## src/rtl/fifo_pkg.sv

```systemverilog
// fifo_pkg: shared sizing helper, default geometry and status bundle for the
// programmable synchronous FIFO family.
package fifo_pkg;
   localparam int FIFO_WIDTH_DEF = 16;
   localparam int FIFO_DEPTH_DEF = 8;

   function automatic int fifo_cnt_w(input int depth);
      return $clog2(depth) + 1;
   endfunction

   typedef struct packed {
      logic full;
      logic empty;
      logic almostfull;
      logic almostempty;
      logic wr_ack;
      logic overflow;
      logic underflow;
   } fifo_status_t;
endpackage

```

## src/rtl/fifo_mem.sv

```systemverilog
// fifo_mem: storage array with one synchronous write port and one
// asynchronous read port; contents are never reset.
module fifo_mem import fifo_pkg::*; #(
   parameter int WIDTH = FIFO_WIDTH_DEF,
   parameter int DEPTH = FIFO_DEPTH_DEF,
   localparam int AW = $clog2(DEPTH)
) (
   input  logic             clk,
   input  logic             we,
   input  logic [AW-1:0]    waddr,
   input  logic [WIDTH-1:0] wdata,
   input  logic [AW-1:0]    raddr,
   output logic [WIDTH-1:0] rdata
);
   logic [WIDTH-1:0] mem [DEPTH];

   always_ff @(posedge clk)
      if (we) mem[waddr] <= wdata;

   assign rdata = mem[raddr];
endmodule

```

## src/rtl/fifo_sync_prog.sv

```systemverilog
// fifo_sync_prog: single-clock FIFO with fill level, programmable almost
// thresholds, synchronous flush and optional first-word fall-through.
module fifo_sync_prog import fifo_pkg::*; #(
   parameter int FIFO_WIDTH = FIFO_WIDTH_DEF,
   parameter int FIFO_DEPTH = FIFO_DEPTH_DEF,
   parameter int FWFT = 0,
   localparam int CNT_W = fifo_cnt_w(FIFO_DEPTH)
) (
   input  logic                  clk,
   input  logic                  rst_n,
   input  logic [FIFO_WIDTH-1:0] data_in,
   input  logic                  wr_en,
   input  logic                  rd_en,
   input  logic                  flush,
   input  logic [CNT_W-1:0]      af_thresh,
   input  logic [CNT_W-1:0]      ae_thresh,
   output logic [FIFO_WIDTH-1:0] data_out,
   output logic [CNT_W-1:0]      count,
   output logic                  full,
   output logic                  empty,
   output logic                  almostfull,
   output logic                  almostempty,
   output logic                  wr_ack,
   output logic                  overflow,
   output logic                  underflow
);
   localparam int AW = $clog2(FIFO_DEPTH);

   logic [AW-1:0] wr_ptr, rd_ptr;
   logic [FIFO_WIDTH-1:0] rd_data, dout_q;
   logic wr_ok, rd_ok;

   assign full        = count == CNT_W'(FIFO_DEPTH);
   assign empty       = count == '0;
   assign almostfull  = (count >= af_thresh) && !full;
   assign almostempty = (count <= ae_thresh) && !empty;
   assign wr_ok       = wr_en && !full;
   assign rd_ok       = rd_en && !empty;

   // flush wins over a same-cycle write, so the array is left untouched too
   fifo_mem #(.WIDTH(FIFO_WIDTH), .DEPTH(FIFO_DEPTH)) u_mem (
      .clk   (clk),
      .we    (wr_ok && !flush),
      .waddr (wr_ptr),
      .wdata (data_in),
      .raddr (rd_ptr),
      .rdata (rd_data)
   );

   always_ff @(posedge clk or negedge rst_n)
      if (!rst_n) begin
         wr_ptr    <= '0;
         rd_ptr    <= '0;
         count     <= '0;
         dout_q    <= '0;
         wr_ack    <= 1'b0;
         overflow  <= 1'b0;
         underflow <= 1'b0;
      end else if (flush) begin
         wr_ptr    <= '0;
         rd_ptr    <= '0;
         count     <= '0;
         wr_ack    <= 1'b0;
         overflow  <= 1'b0;
         underflow <= 1'b0;
      end else begin
         if (wr_ok) wr_ptr <= wr_ptr + 1'b1;
         if (rd_ok) rd_ptr <= rd_ptr + 1'b1;
         if (wr_ok != rd_ok) count <= wr_ok ? count + 1'b1 : count - 1'b1;
         if (rd_ok) dout_q <= rd_data;
         wr_ack    <= wr_ok;
         overflow  <= wr_en && full;
         underflow <= rd_en && empty;
      end

   assign data_out = (FWFT != 0) ? (empty ? '0 : rd_data) : dout_q;
endmodule

```

## config.mk

```make
export PLATFORM = sky130hd
export DESIGN_NAME = fifo_sync_prog
export DESIGN_NICKNAME = d
export VERILOG_FILES = /design/src/rtl/fifo_pkg.sv /design/src/rtl/fifo_mem.sv /design/src/rtl/fifo_sync_prog.sv
export SDC_FILE = /design/constraint.sdc
export NUM_CORES = 1
export LEC_CHECK = 0
export CORE_UTILIZATION = 40
export DETAILED_ROUTE_END_ITERATION = 10
export DONT_BUFFER_PORTS = 1
export PLACE_DENSITY_LB_ADDON = 0.05
export SYNTH_ARGS = -nofsm -noshare
export SYNTH_HDL_FRONTEND = slang
export SYNTH_HIERARCHICAL = 1
export SYNTH_SLANG_ARGS = --single-unit
```

## constraint.sdc

```tcl
create_clock -name clk -period 3 [get_ports clk]
set_clock_uncertainty 0.15 [all_clocks]
set_input_delay 0.6 -clock clk [delete_from_list [all_inputs] [get_ports clk]]
set_output_delay 0.6 -clock clk [all_outputs]
set_load 0.02 [all_outputs]
```

==> impl_metrics.tcl <==
set metrics [dict create \
    crit_path_max_incr_delay_ns 0.37 \
    drc_errors 0 \
    drtAntennaViolNets 0 \
    critPathMaxFanout 9 \
    syn_inst 334 \
    die_width_um 130 \
    crit_top_cell "buf_4" \
    fp.dieArea_sq_um 16900 \
    maxCapViolCount 0 \
    clk_pin_slew_worst_paths_ns 0.06 \
    grt_overflow_total 0 \
    ys_ff_latch 157 \
    fin_util_pct 47.1 \
    cp-start-kind "flop" \
    vias 3060 \
    fin_nets 401 \
    coreArea_sq_um 15900 \
    grt_max_degree 30 \
    vdd_drop_max_v 0.000465 \
    grt_pass1_wl_um 18600 \
    maxSlewViolCount 0 \
    power_density_nw_per_um2 864 \
    antennaDiodeCount 0 \
    syn_to_final_growth_pct 14.6 \
    root_buffer "clkbuf_16" \
    tightest_slew_ns 0.622 \
    cts_tree "yes" \
    synth-edff-count 128 \
    min_path_cells 1 \
    layout_common_cells "128 x edfxtp_1, 29 x dfrtp_1, 28 x mux4_1" \
    setup_viol 0 \
    rr_endpoint "count[3]" \
    via_per_inst 5.20 \
    yosys_warnings 6 \
    io_pins 56 \
    clk_latency_ns 0.42 \
    r2r_slack_ns 0.39 \
    min_path_type "in -> reg" \
    syn-cell-area_sq_um 6560 \
    rr_startpoint "count[1]" \
    num_rows 46 \
    fin_cells 588 \
    period_share_pct 92.7 \
    fin_crit_ns 2.78 \
    clkSinkCount 157 \
    netlist_top_cells_area "edfxtp_1 59%, mux4_1 11%, dfrtp_1 11%" \
    cts_buffer_depth 2 \
    worst-path-buf-inv 2 \
    first_global_vias 3130 \
    post_cts_buffers 0 \
    hp-start "flush" \
    synth-main-ff-cell "edfxtp_1" \
    grt_setup_unrepaired "false" \
    drive_gt1_share_pct 26.3 \
    placedCellCount 554 \
    worst_hold_path.endpoint "rd_ptr[1]" \
    post-place-ws_ns 0.406 \
    dpl_cell_area_sq_um 6890 \
    layout_commonest_cell "edfxtp_1" \
    finalHoldViolCount 0 \
    dp_hpwl_um 7590 \
    ff2ff_path_depth 7 \
    timing_worst_setup_path_type "reg -> out" \
    routedWlPerCell_um 21.1 \
    status "finished, final reports clean" \
    path_cells "buf_4 > ha_1 > nor2b_1 > o21ai_0 > a21oi_1 > a211oi_1 > buf_4" \
    cp-end-kind "output pin" \
    firstDrtPassIters 4 \
    gp_congestion 0.745 \
    antenna_found_initial 0 \
    cts-buffers-inserted 17 \
    fmax_ghz 0.360 \
    synth_top_area_cell "edfxtp_1" \
    post-route-worst-setup-slack_ns 0.220 \
    h-tree-depth 4 \
    yosysTopAreaCellShare_pct 58.6 \
    port_buffers 0 \
    cp.required_ns 2.25 \
    synthDistinctLibCells 43 \
    cp_slowest_cell "dfrtp_1" \
    relSlewSlack_pct 58.4 \
    yosysSeqAreaShare_pct 69.7 \
    num-fill-cells 1364 \
    drt_wl_total_um 12400 \
    leakage_uw 0.00267 \
    fin_area_sq_um 7510 \
    die_height_um 130 \
    synth_fp_nets 376 \
    synth_area_per_cell_sq_um 19.6 \
    critPathTopFamily "compound AO/OA/AOI/OAI gates" \
    initial_utilization_pct 41.1 \
    first_iter_violations 230 \
    track_usage_pct 16.2 \
    setup-tns-final_ns 0 \
    crit_arrival_ns 2.03 \
    async_reset_ff_share_pct 18.5 \
]
-- worst register-to-register path, cell delays in order, from the launching register on --
cell	delay, ns
dfrtp_1	0.37
or4b_2	0.80
nand2_4	0.16
ha_1	0.24
a211o_2	0.34
o21a_1	0.14
o211ai_1	0.19
a31oi_1	0.10
-- final cells by class --
| type | instances | area, sq um | area share [%] |
|---|---|---|---|
| timing repair buffer | 20 | 178 | 2.36 |
| sequential | 157 | 4570 | 60.8 |
| tap | 216 | 270 | 3.60 |
| inverter | 15 | 61.3 | 0.816 |
| clock buffer | 17 | 425 | 5.66 |
| multi-input combinational | 148 | 1840 | 24.5 |
| clock inverter | 15 | 170 | 2.26 |
-- per-stage QoR --
step | hold slack (ns) | power, uW
4_1_cts | 0.0664 | 6580
3_3_place_gp | 0.155 | 4380
3_5_place_dp | 0.156 | 4390
6_report | 0.0962 | 6490
5_1_grt | 0.0616 | 6800
2_1_floorplan | 0.154 | 4080
-- where the power goes --
part	total, uW	switching (uW)	internal [uW]
sequential	2850	273	2570
clock	2160	850	1310
combinational	1480	728	756
total	6490	1850	4640
-- routing by layer --
metal	track usage, %	up-vias	share of wire [%]
li1	-	1398	-
met1	20.0	1586	45
met2	26.9	66	50
met3	5.37	10	3.9
met4	4.92	0	1.1
met5	0	-	0
-- how the worst max path moves through the flow --
stage              from               to  slack, ns  depth (start not counted)
6_report       count[1]      almostempty       0.22                          7
5_1_grt        count[0]       almostfull       0.06                          7
4_1_cts        count[1]      almostempty       0.17                          7
3_5_place_dp   count[1]         count[3]       0.41                          7
3_3_place_gp   count[1]         count[3]       0.43                          7
2_1_floorplan     wr_en  u_mem/mem[0][0]       0.02                          5
-- timing repair --
item,in CTS,in global routing
resized for setup,0,0
endpoints found under the hold margin,29,0
hold buffers,2,0
-- registers in the layout, summed over array words and instances, names as in the netlist --
register and flops:
underflow 1, rd_ptr 3, u_mem/mem 128, wr_ptr 3
overflow 1, wr_ack 1, data_out 16, count 4
-- synth_stat cells, drive strengths merged (2+ instances only) --
cell	number
nand2b	3
mux4	32
buf	11
nand2	7
nor3	5
dfrtp	29
mux2	32
mux2i	3
clkbuf	3
a211oi	3
xor2	4
o21ai	4
ha	12
xnor2	2
a21oi	4
nor2	18
edfxtp	128
nand3	5
inv	14
-- cell families (layout without fill, tap and decap cells) --
logic type	Yosys count	count (layout)	synth area share, %
AO/OA/AOI/OAI	18	18	1.93
XOR/XNOR	6	6	0.801
adder cells (fa/ha/maj)	13	13	2.59
buffers and inverters	29	67	2.42
flip-flops	157	157	69.7
multiplexers	67	67	19.1
AND/OR/NAND/NOR	44	44	3.45
Note: power is estimated with default switching activity, not from simulation.
